===== src/rtl/dcache_port_arbiter_if.sv =====
// Bundles the LSU load pipe, write-buffer drain and cache accessor signals.
// Pure wiring, no latency of its own.
// Backpressure travels as ld_gnt/st_gnt toward requesters and da_ready from the cache.
interface dcache_port_arbiter_if;
  logic        ld_req;
  logic [31:0] ld_addr;
  logic [6:0]  ld_id;
  logic        ld_gnt;
  logic        ld_done;
  logic [6:0]  ld_done_id;
  logic        st_req;
  logic [31:0] st_addr;
  logic [31:0] st_data;
  logic [1:0]  st_size;
  logic        st_gnt;
  logic        st_done;
  logic        flush;
  logic        da_req;
  logic        da_we;
  logic [31:0] da_addr;
  logic [31:0] da_wdata;
  logic [1:0]  da_size;
  logic        da_ready;
  logic        busy;

  // Requester and cache side: drives requests, flush and da_ready.
  modport master (
    output ld_req, ld_addr, ld_id, st_req, st_addr, st_data, st_size, flush, da_ready,
    input  ld_gnt, ld_done, ld_done_id, st_gnt, st_done,
    input  da_req, da_we, da_addr, da_wdata, da_size, busy
  );

  // Arbiter side.
  modport slave (
    input  ld_req, ld_addr, ld_id, st_req, st_addr, st_data, st_size, flush, da_ready,
    output ld_gnt, ld_done, ld_done_id, st_gnt, st_done,
    output da_req, da_we, da_addr, da_wdata, da_size, busy
  );
endinterface


===== src/rtl/dcache_port_arbiter.sv =====
// Shares the single data-cache port between the load pipe and the store drain.
// Grant is combinational; da_* registered one edge after grant; done pulses one edge after da_ready.
// A granted request is held on the port until da_ready; new grants only while idle or on da_ready.
module dcache_port_arbiter #(
  parameter int unsigned STARVE_LIMIT = 4
) (
  input logic                  clk,
  input logic                  resetn,
  dcache_port_arbiter_if.slave bus
);

  localparam logic [3:0] LIMIT = 4'(STARVE_LIMIT);

  typedef enum logic [1:0] {
    IDLE    = 2'd0,
    LD_BUSY = 2'd1,
    ST_BUSY = 2'd2
  } state_t;

  state_t      state_q, state_d;
  logic        da_req_q, da_req_d;
  logic        da_we_q, da_we_d;
  logic [31:0] da_addr_q, da_addr_d;
  logic [31:0] da_wdata_q, da_wdata_d;
  logic [1:0]  da_size_q, da_size_d;
  logic [6:0]  ld_id_q, ld_id_d;
  logic        kill_q, kill_d;
  logic        ld_done_q, ld_done_d;
  logic [6:0]  ld_done_id_q, ld_done_id_d;
  logic        st_done_q, st_done_d;
  logic [3:0]  starve_q, starve_d;

  logic window;
  logic same_line;
  logic st_win;
  logic ld_win;

  // Arbitration: loads win unless the store shares their line, is starved, or a flush is in flight.
  always_comb begin
    window    = (state_q == IDLE) || bus.da_ready;
    same_line = (bus.ld_addr[31:4] == bus.st_addr[31:4]);
    st_win    = window && bus.st_req &&
                (!bus.ld_req || same_line || (starve_q == LIMIT) || bus.flush);
    ld_win    = window && !st_win && bus.ld_req && !bus.flush;
  end

  // Next-state and port-register update; old done and new grant can land on the same edge.
  always_comb begin
    state_d      = state_q;
    da_req_d     = da_req_q;
    da_we_d      = da_we_q;
    da_addr_d    = da_addr_q;
    da_wdata_d   = da_wdata_q;
    da_size_d    = da_size_q;
    ld_id_d      = ld_id_q;
    kill_d       = kill_q;
    ld_done_d    = 1'b0;
    ld_done_id_d = ld_done_id_q;
    st_done_d    = 1'b0;
    starve_d     = starve_q;

    case (state_q)
      LD_BUSY: begin
        if (bus.da_ready) begin
          // A flush coinciding with acceptance still kills the response.
          ld_done_d    = !kill_q && !bus.flush;
          ld_done_id_d = ld_id_q;
        end else if (bus.flush) begin
          // The cache cannot see a withdrawn request, so keep it up and just drop the response.
          kill_d = 1'b1;
        end
      end
      ST_BUSY: begin
        st_done_d = bus.da_ready;
      end
      default: ;
    endcase

    if (st_win) begin
      state_d    = ST_BUSY;
      da_req_d   = 1'b1;
      da_we_d    = 1'b1;
      da_addr_d  = bus.st_addr;
      da_wdata_d = bus.st_data;
      da_size_d  = bus.st_size;
    end else if (ld_win) begin
      state_d   = LD_BUSY;
      da_req_d  = 1'b1;
      da_we_d   = 1'b0;
      da_addr_d = bus.ld_addr;
      da_size_d = 2'b10;
      ld_id_d   = bus.ld_id;
      kill_d    = 1'b0;
    end else if ((state_q != IDLE) && bus.da_ready) begin
      state_d  = IDLE;
      da_req_d = 1'b0;
    end

    if (bus.st_req && !st_win) begin
      starve_d = (starve_q == LIMIT) ? starve_q : starve_q + 4'd1;
    end else begin
      starve_d = 4'd0;
    end
  end

  // State and port registers; reset drops any transaction in flight without a done pulse.
  always_ff @(posedge clk or negedge resetn) begin
    if (!resetn) begin
      state_q      <= IDLE;
      da_req_q     <= 1'b0;
      da_we_q      <= 1'b0;
      da_addr_q    <= '0;
      da_wdata_q   <= '0;
      da_size_q    <= '0;
      ld_id_q      <= '0;
      kill_q       <= 1'b0;
      ld_done_q    <= 1'b0;
      ld_done_id_q <= '0;
      st_done_q    <= 1'b0;
      starve_q     <= '0;
    end else begin
      state_q      <= state_d;
      da_req_q     <= da_req_d;
      da_we_q      <= da_we_d;
      da_addr_q    <= da_addr_d;
      da_wdata_q   <= da_wdata_d;
      da_size_q    <= da_size_d;
      ld_id_q      <= ld_id_d;
      kill_q       <= kill_d;
      ld_done_q    <= ld_done_d;
      ld_done_id_q <= ld_done_id_d;
      st_done_q    <= st_done_d;
      starve_q     <= starve_d;
    end
  end

  // Output drive.
  always_comb begin
    bus.ld_gnt     = ld_win;
    bus.st_gnt     = st_win;
    bus.ld_done    = ld_done_q;
    bus.ld_done_id = ld_done_id_q;
    bus.st_done    = st_done_q;
    bus.da_req     = da_req_q;
    bus.da_we      = da_we_q;
    bus.da_addr    = da_addr_q;
    bus.da_wdata   = da_wdata_q;
    bus.da_size    = da_size_q;
    bus.busy       = (state_q != IDLE);
  end

endmodule


===== src/flat_wrapper.sv =====
// flat-port wrapper written by rule: the top's interface ports become plain ports
module dcache_port_arbiter_flat 
#(
  parameter int unsigned STARVE_LIMIT = 4
)
  (clk, resetn, bus_ld_req, bus_ld_addr, bus_ld_id, bus_st_req, bus_st_addr, bus_st_data, bus_st_size, bus_flush, bus_da_ready, bus_ld_gnt, bus_ld_done, bus_ld_done_id, bus_st_gnt, bus_st_done, bus_da_req, bus_da_we, bus_da_addr, bus_da_wdata, bus_da_size, bus_busy);
  dcache_port_arbiter_if bus_i ();
  input logic clk;
  input logic resetn;
  input wire logic [$bits(bus_i.ld_req)-1:0] bus_ld_req;
  input wire logic [$bits(bus_i.ld_addr)-1:0] bus_ld_addr;
  input wire logic [$bits(bus_i.ld_id)-1:0] bus_ld_id;
  input wire logic [$bits(bus_i.st_req)-1:0] bus_st_req;
  input wire logic [$bits(bus_i.st_addr)-1:0] bus_st_addr;
  input wire logic [$bits(bus_i.st_data)-1:0] bus_st_data;
  input wire logic [$bits(bus_i.st_size)-1:0] bus_st_size;
  input wire logic [$bits(bus_i.flush)-1:0] bus_flush;
  input wire logic [$bits(bus_i.da_ready)-1:0] bus_da_ready;
  output wire logic [$bits(bus_i.ld_gnt)-1:0] bus_ld_gnt;
  output wire logic [$bits(bus_i.ld_done)-1:0] bus_ld_done;
  output wire logic [$bits(bus_i.ld_done_id)-1:0] bus_ld_done_id;
  output wire logic [$bits(bus_i.st_gnt)-1:0] bus_st_gnt;
  output wire logic [$bits(bus_i.st_done)-1:0] bus_st_done;
  output wire logic [$bits(bus_i.da_req)-1:0] bus_da_req;
  output wire logic [$bits(bus_i.da_we)-1:0] bus_da_we;
  output wire logic [$bits(bus_i.da_addr)-1:0] bus_da_addr;
  output wire logic [$bits(bus_i.da_wdata)-1:0] bus_da_wdata;
  output wire logic [$bits(bus_i.da_size)-1:0] bus_da_size;
  output wire logic [$bits(bus_i.busy)-1:0] bus_busy;
  assign bus_i.ld_req = bus_ld_req;
  assign bus_i.ld_addr = bus_ld_addr;
  assign bus_i.ld_id = bus_ld_id;
  assign bus_i.st_req = bus_st_req;
  assign bus_i.st_addr = bus_st_addr;
  assign bus_i.st_data = bus_st_data;
  assign bus_i.st_size = bus_st_size;
  assign bus_i.flush = bus_flush;
  assign bus_i.da_ready = bus_da_ready;
  assign bus_ld_gnt = bus_i.ld_gnt;
  assign bus_ld_done = bus_i.ld_done;
  assign bus_ld_done_id = bus_i.ld_done_id;
  assign bus_st_gnt = bus_i.st_gnt;
  assign bus_st_done = bus_i.st_done;
  assign bus_da_req = bus_i.da_req;
  assign bus_da_we = bus_i.da_we;
  assign bus_da_addr = bus_i.da_addr;
  assign bus_da_wdata = bus_i.da_wdata;
  assign bus_da_size = bus_i.da_size;
  assign bus_busy = bus_i.busy;
  dcache_port_arbiter #(.STARVE_LIMIT(STARVE_LIMIT)) u_core (.clk(clk), .resetn(resetn), .bus(bus_i));
endmodule

===== config.mk =====
export PLATFORM = sky130hd
export DESIGN_NAME = dcache_port_arbiter_flat
export DESIGN_NICKNAME = d
export VERILOG_FILES = /design/src/rtl/dcache_port_arbiter_if.sv /design/src/rtl/dcache_port_arbiter.sv /design/src/flat_wrapper.sv
export SDC_FILE = /design/constraint.sdc
export NUM_CORES = 1
export LEC_CHECK = 0
export CELL_PAD_IN_SITES_DETAIL_PLACEMENT = 0
export CELL_PAD_IN_SITES_GLOBAL_PLACEMENT = 1
export CORE_MARGIN = 2
export CORE_UTILIZATION = 28
export DETAILED_ROUTE_END_ITERATION = 6
export HOLD_SLACK_MARGIN = 0.12
export PLACE_DENSITY = 0.72
export SYNTH_ARGS = -nofsm -noshare
export SYNTH_HDL_FRONTEND = slang
export SYNTH_SLANG_ARGS = --single-unit

===== constraint.sdc =====
create_clock -name clk -period 3 [get_ports clk]
set_input_delay 0.9 -clock clk [delete_from_list [all_inputs] [get_ports clk]]
set_output_delay 0.9 -clock clk [all_outputs]
set_load 0.01 [all_outputs]

==> flow_summary.toml, run 1 <==
[clock_tree]
clk_latency_ps = 340
cts_buffer_depth = 2
cts_tree = "done"
clkTransAtPathRegs_ps = 60
root_buffer = "clkbuf_16"
htree_num_levels = 3
cts_buffers = 9
clkSinkCount = 91

[placed_design]
gp_congestion = 0.754
dpl.hpwl_microns = 8360
dp.cells = 706
io_buffer_count = 190
dp_slack_ps = -961

[logic_synthesis]
netlist_instances = 332
yosysWarnings = 0
synth_area_per_cell_sq_um = 12.2
synth_edf_count = 0
seq_area_frac_synth_pct = 56.0
synthFlopType = "dfrtp_1"
synth_cell_types = 33
syn-cell-area_sq_um = 4070
synth-seq-cells = 91
async_reset_ff_share_pct = 100
synth_nets = 445

[global_route]
grt-ovfl-total = 0
grt_pass1_vias = 3461
antenna_found_initial = 0
grt_pass1_wl_microns = 18200
track_usage_pct = 15.0
grt_max_degree = 105

[route]
route.met2.wl_microns = 5720
wl_per_cell_microns = 15.7
vias = 3265
ant_nets = 0
route.met3.wl_microns = 780
top_layer_used = "met4"
m1WireLength_microns = 4730
first_pass_iters = 4
drt_iter0_markers = 92
drt-vias-per-instance = 4.51
route.detailed.drc = 0
wirelength_microns = 11400

[run_status]
status = "complete, but fails checks"
violations = "negative setup slack"

[worst_setup_path]
arrival_ps = 2210
crit_start = "bus_ld_addr[4]"
crit_end = "bus_ld_gnt"
reg2reg_from = "u_core.state_q[0]"
worst_setup_path_start_kind = "input port"
r2r_cells = 7
worstSetupPathType = "input port to output port"
critical_path.max_fanout = 3
crit_required_ps = 2100
r2r-end = "u_core.bus.da_wdata[28]"
end_kind = "output port"
worst-r2r-setup-slack_ps = 480

[floorplanning]
die_w_microns = 124
initial_core_util_pct = 28.3
core_sq_um = 14400
std_cell_rows = 44
ios = 191
fp.dieH_microns = 124
die_area_sq_um = 15500

[layout]
num_antenna_cells = 0
layout.nets = 648
syn_to_final_growth_pct = 60.0
final_cell_mix = "clkdlybuf4s50_1, dfrtp_1, mux2_2"
drive_gt1_share_pct = 28.1
final_cells = 724
mostFrequentLayoutCell = "clkdlybuf4s50_1"

[timing]
setup_viol_count_final = 2
fin_skew_ps = 6.55
fmax_ghz = 0.322
finalCritPeriodShare_pct = 104
hold-worst-slack_ps = 440
relSlewSlack_pct = 54.7
tightestPinTransition_ps = 680
maxSlewViolCount = 0
finalHoldViolations = 0
finalWorstSetupSlack_ps = -108
min_period_ps = 3110
rsz0062_at_grt = "yes"

[pwr]
ir_drop_mv = 0.287
power.total_mw = 3.96
power_density_nw_per_um2 = 609
leakagePower_nw = 2.91

[run]
maxCapViolations = 0

[min_path]
hold_class = "flop to flop"
worst min-delay path by stage:
stage	cells past startpoint	end	start
2_1_floorplan	1	u_core.bus.ld_done	u_core.kill_q
3_3_place_gp	1	u_core.bus.ld_done	u_core.kill_q
3_5_place_dp	1	u_core.bus.ld_done	u_core.kill_q
4_1_cts	1	u_core.bus.ld_done	u_core.kill_q
5_1_grt	1	u_core.bus.ld_done	u_core.kill_q
6_report	1	u_core.bus.ld_done	u_core.kill_q
synthesized netlist by cell type (4+ instances only):
master   count  area, sq um
mux2i_1     32          320
xor2_1      16          140
o21ai_0     31          155
mux2_2      39          439
buf_2        4         20.0
nor4_1       4         25.0
a21oi_1      4         20.0
dfrtp_1     91         2280
mux2_1       7         78.8
nand4_1      4         25.0
nand2_1     38          143
o21ai_1      5         25.0
nor2_1       7         26.3
xnor2_1     14          123
inv_1        5         18.8
routing by layer:
layer | up-vias | global-route usage, %
li1 | 1557 | -
met1 | 1602 | 17.9
met2 | 97 | 25.5
met3 | 9 | 4.77
met4 | 0 | 4.96
met5 | - | 0
registers in the layout, indices dropped and copies added (netlist names):
register and count:
u_core.ld_id_q 7, u_core.bus.ld_done 1, u_core.bus.da_addr 32, u_core.starve_q 4
u_core.bus.ld_done_id 7, u_core.bus.da_we 1, u_core.bus.da_wdata 32, u_core.bus.st_done 1
u_core.bus.da_req 1, u_core.state_q 2, u_core.bus.da_size 2, u_core.kill_q 1
worst max-delay path, cell delays in order:
cell,delay [ps]
buf_6,100
xnor2_2,140
nand4_1,170
or4_4,590
nor2_4,110
a211oi_2,50
buf_2,150
per-stage QoR:
stage	TNS (ps)	util, %	instance area, sq um
6_report	-177	45.3	6510
2_1_floorplan	-41.8	-	4100
3_5_place_dp	-57290	43.7	6270
4_1_cts	-292	45.5	6540
5_1_grt	-316	45.3	6510
3_3_place_gp	-56070	43.7	6270
where the power goes:
part / internal [mW] / switching [mW] / total (mW)
clock: 0.571 / 0.501 / 1.07
sequential: 1.50 / 0.138 / 1.63
combinational: 0.762 / 0.496 / 1.26
total: 2.83 / 1.13 / 3.96
logic make-up (layout without fill, tap and decap cells):
logic type	count (synthesis)	after routing	share of synthesized area, %
AO/OA/AOI/OAI	47	47	6.49
XOR/XNOR	30	30	6.46
adder cells (fa/ha/maj)	2	2	0.615
buffers and inverters	20	228	2.62
flip-flops	91	91	56.0
multiplexers	78	78	20.6
AND/OR/NAND/NOR	64	64	7.17
area by class of cell:
class                           count  area [sq um]
Clock buffer                       10           229
Inverter                            5          18.8
Clock inverter                      6          50.0
Sequential cell                    91          2280
Fill cell                        1341          7860
Timing Repair Buffer              207          1850
Tap cell                          184           230
Multi-Input combinational cell    221          1850
repair_timing:
item | in CTS | in global routing
hold buffers | 0 | 0
resized for setup | 248 | 9
pin swaps | 36 | 11
setup endpoints to repair | 72 | 34
setup buffers | 1 | 1
(Power assumes the default switching activity.)
==> inputs of run 2 (changes only) <==
GPL_TIMING_DRIVEN = 0   (was unset)
SLEW_MARGIN = 40   (was unset)
==> flow_summary.toml, run 2 (synthesis gave the netlist of run 1 again) <==
[run_status]
status = "complete, but fails checks"
violations = "negative setup slack"

[clock_tree]
cts_tree = "done"
cts_buffers = 9
root_buffer = "clkbuf_16"
clkSinkCount = 91
htree_num_levels = 3
cts_buffer_depth = 2
clkTransAtPathRegs_ps = 60
clk_latency_ps = 340

[timing]
rsz0062_at_grt = "yes"
hold-worst-slack_ps = 430
finalCritPeriodShare_pct = 109
fmax_ghz = 0.305
finalHoldViolations = 0
maxSlewViolCount = 0
setup_viol_count_final = 2
min_period_ps = 3280
finalWorstSetupSlack_ps = -280
fin_skew_ps = 6.85
tightestPinTransition_ps = 792
relSlewSlack_pct = 47.2

[global_route]
grt_max_degree = 54
grt-ovfl-total = 0
grt_pass1_vias = 3595
grt_pass1_wl_microns = 19500
track_usage_pct = 16.0
antenna_found_initial = 0

[worst_setup_path]
crit_end = "bus_ld_gnt"
r2r_cells = 8
worst_setup_path_start_kind = "input port"
arrival_ps = 2380
crit_required_ps = 2100
end_kind = "output port"
reg2reg_from = "u_core.state_q[0]"
worstSetupPathType = "input port to output port"
critical_path.max_fanout = 2
worst-r2r-setup-slack_ps = 410
crit_start = "bus_ld_addr[4]"
r2r-end = "u_core.bus.da_addr[22]"

[floorplanning]
fp.dieH_microns = 124
ios = 191
die_area_sq_um = 15500
std_cell_rows = 44
initial_core_util_pct = 28.3
core_sq_um = 14400
die_w_microns = 124

[layout]
drive_gt1_share_pct = 23.8
mostFrequentLayoutCell = "clkdlybuf4s50_1"
final_cell_mix = "clkdlybuf4s50_1, dfrtp_1, mux2_2"
fillers = 1331
num_antenna_cells = 0
syn_to_final_growth_pct = 62.9
layout.nets = 655
utilization_pct = 46.1

[placed_design]
gp_congestion = 0.763
io_buffer_count = 190
dpl.hpwl_microns = 9010

[pwr]
power_density_nw_per_um2 = 626
ir_drop_mv = 0.253
leakagePower_nw = 2.97

[route]
route.detailed.drc = 0
ant_nets = 0
drt_iter0_markers = 99
wirelength_microns = 12100
drt-vias-per-instance = 4.44
wl_per_cell_microns = 16.6
first_pass_iters = 4
vias = 3249

[min_path]
hold_class = "input port to async pin"

[run]
maxCapViolations = 0
run 2: cell types whose count changed in the layout (fill, tap and decap cells not counted), sizes merged:
cell,change
clkdlybuf4s15,+5
buf,-26
dlygate4sd2,+15
inv,-2
clkbuf,+15
bufinv,+2
clkinvlp,-2
run 2: critical path, cell delays in order:
cell,delay (ps)
buf_6,100
xnor2_2,140
nand4_1,170
or4_4,590
buf_6,150
nor2_4,110
a211oi_4,60
buf_2,160
run 2: power breakdown:
group | internal, mW | total, mW | switching [mW]
clock | 0.754 | 1.24 | 0.484
sequential | 1.50 | 1.64 | 0.141
combinational | 0.768 | 1.27 | 0.504
total | 3.02 | 4.15 | 1.13
run 2: metal layers:
metal | vias to the layer above | track usage, % | share of wire [%]
met3 | 13 | 4.51 | 5.5
met4 | 0 | 5.62 | 1.6
met2 | 95 | 26.1 | 49
li1 | 1567 | - | -
met1 | 1574 | 20.4 | 44
met5 | - | 0 | 0
run 2: through the flow:
stage	setup TNS, ps	worst slack, ps	total power, mW	instance area [sq um]	instances
after floorplan	-41.8	-41.8	2.14	4100	332
after global placement	-259970	-2540	2.92	6230	706
after detailed placement	-31800	-1500	2.95	6270	707
after CTS	-591	-313	4.21	6640	730
after global routing	-633	-328	4.38	6620	731
final	-534	-280	4.15	6620	731
run 2: cell type report:
| type | instances | area, sq um | share of cell area, % |
|---|---|---|---|
| inverters | 5 | 18.8 | 0.283 |
| clock inverters | 4 | 73.8 | 1.11 |
| clock buffers | 12 | 246 | 3.72 |
| well taps | 184 | 230 | 3.48 |
| flip-flops and latches | 91 | 2280 | 34.4 |
| plain buffers | 14 | 83.8 | 1.27 |
| repair buffers | 200 | 1870 | 28.2 |
| multi-input cells | 221 | 1830 | 27.6 |
run 2: how the worst min path moves through the flow:
stage | end | cells past startpoint
2_1_floorplan | u_core.bus.ld_done | 1
3_3_place_gp | u_core.bus.ld_done | 1
3_5_place_dp | u_core.bus.ld_done | 1
4_1_cts | u_core.bus.da_addr[2] | 1
5_1_grt | u_core.bus.da_addr[3] | 1
6_report | u_core.bus.da_addr[3] | 1
run 2: timing repair:
action                                  4_1_cts  5_1_grt
buffers inserted                              7        2
hold buffers                                  0        0
pin swaps                                    26       21
endpoints found under the setup margin       37        2
gates cloned                                  0        0
gates resized for setup                     148       38
==> inputs of run 3 (changes only) <==
CELL_PAD_IN_SITES_GLOBAL_PLACEMENT = 2   (was 1)
CORE_MARGIN = 5   (was 2)
CORE_UTILIZATION = 27   (was 28)
PLACE_DENSITY = 0.82   (was 0.72)
clock period = 4.1 ns   (was 3 ns; I/O delays follow)
==> flow_summary.toml, run 3 (synthesis gave the netlist of run 1 again) <==
[placed_design]
placed_area_sq_um = 6230
dp_slack_ps = -1300
io_buffer_count = 190
dp.cells = 707
gp_congestion = 0.753
dpl.hpwl_microns = 9830

[clock_tree]
clkSinkCount = 91
clkTransAtPathRegs_ps = 60
clk_latency_ps = 340
htree_num_levels = 3
root_buffer = "clkbuf_16"
cts_tree = "done"
cts_buffers = 9
cts_buffer_depth = 2

[floorplanning]
initial_core_util_pct = 27.8
die_w_microns = 133
core_sq_um = 14600
std_cell_rows = 44
ios = 191
fp.dieH_microns = 133
die_area_sq_um = 17600

[global_route]
grt_pass1_wl_microns = 20500
grt-ovfl-total = 0
track_usage_pct = 14.9
antenna_found_initial = 3
grt_max_degree = 68
grt_pass1_vias = 3752

[route]
first_pass_iters = 4
route.detailed.drc = 0
drt_iter0_markers = 66
drt-vias-per-instance = 4.50
vias = 3270
ant_nets = 0
wl_per_cell_microns = 17.9
wirelength_microns = 13000

[timing]
fmax_ghz = 0.247
min_period_ps = 4040
fin_skew_ps = 6.09
finalCritPeriodShare_pct = 98.6
finalWorstSetupSlack_ps = 58.2
setup_tns_ps = 0
relSlewSlack_pct = 46.4
finalHoldViolations = 0
tightestPinTransition_ps = 803
maxSlewViolCount = 0
setup_viol_count_final = 0
hold-worst-slack_ps = 447
rsz0062_at_grt = "no"

[pwr]
power_density_nw_per_um2 = 444
ir_drop_mv = 0.195
leakagePower_nw = 3.10

[layout]
final_cell_area_sq_um = 6660
syn_to_final_growth_pct = 63.8
fillers = 1358
mostFrequentLayoutCell = "clkdlybuf4s50_1"
drive_gt1_share_pct = 15.4
final_cell_mix = "clkdlybuf4s50_1, dfrtp_1, mux2_2"
final_cells = 726
layout.nets = 650

[min_path]
hold_class = "flop to flop"

[worst_setup_path]
worstSetupPathType = "input port to output port"
path_cells = "dlygate4sd2_1 -> xnor2_1 -> nand4_1 -> or4_4 -> o22ai_4 -> buf_12 -> buf_6"
end_kind = "output port"
slowest_delay_ps = 600
worst-r2r-setup-slack_ps = 1550
critical_path.max_fanout = 3
arrival_ps = 2810
crit_required_ps = 2870
cp_slowest_cell = "or4_4"
crit_buf_inv = 3
worst_setup_path_start_kind = "input port"
crit_family = "simple AND/OR/NAND/NOR gates"

[run_status]
status = "finished, final reports clean"

[run]
maxCapViolations = 0
-- run 3: cell types whose count changed in the layout (fill, tap and decap cells not counted), moves of 3 or more --
cell and delta:
xnor2_2 -7, clkdlybuf4s15_1 -3, xnor2_1 +7, buf_6 -7, dlymetal6s2s_1 +25, buf_4 -4, buf_2 -11, clkbuf_2 -14
clkdlybuf4s50_1 +7
-- run 3: path summary, 6_finish.rpt --
path                              startpoint                       to  cells past startpoint
setup reg to reg           u_core.state_q[0]  u_core.bus.da_wdata[25]                      8
hold reg to reg                u_core.kill_q       u_core.bus.ld_done                      1
setup / recovery             bus_st_addr[12]               bus_st_gnt                      7
max in group asynchronous             resetn        u_core.ld_id_q[0]                      2
hold / removal                 u_core.kill_q       u_core.bus.ld_done                      1
min in group asynchronous             resetn  u_core.bus.da_wdata[26]                      1
-- run 3: cell type report --
class	count	area [sq um]	area share [%]
sequential	91	2280	34.2
timing repair buffer	195	2000	30.0
multi-input combinational	221	1750	26.3
clock buffer	11	243	3.65
tap	184	230	3.46
buffer	14	92.6	1.39
clock inverter	3	40.0	0.601
inverter	5	18.8	0.282
antenna	2	5.00	0.0752
-- run 3: what timing repair did --
| action | 4_1_cts | 5_1_grt |
|---|---|---|
| gates resized for setup | 46 | 37 |
| hold buffers | 0 | 0 |
| buffers inserted | 4 | 0 |
| hold endpoints to repair | 0 | 0 |
| endpoints found under the setup margin | 2 | 2 |
| pin swaps | 13 | 13 |
-- run 3: power breakdown --
group / leakage (nW) / switching [mW] / internal (mW) / total (mW)
logic: 1.86 / 0.372 / 0.563 / 0.936
clock network: 0.141 / 0.343 / 0.481 / 0.823
registers: 1.10 / 0.103 / 1.09 / 1.20
total: 3.10 / 0.818 / 2.14 / 2.96
-- run 3: per-stage QoR --
step           utilization (%)  total power, mW
4_1_cts                   44.8             3.01
2_1_floorplan                -             1.56
6_report                  45.5             2.96
3_3_place_gp              42.3             2.14
3_5_place_dp              42.5             2.17
5_1_grt                   45.5             3.13
-- run 3: routing by layer --
metal	up-vias	global-route usage [%]	routed length (microns)
li1	1557	-	-
met1	1587	17.6	5390
met2	108	25.2	6450
met4	2	4.62	182
met3	16	5.35	948
met5	-	0	7
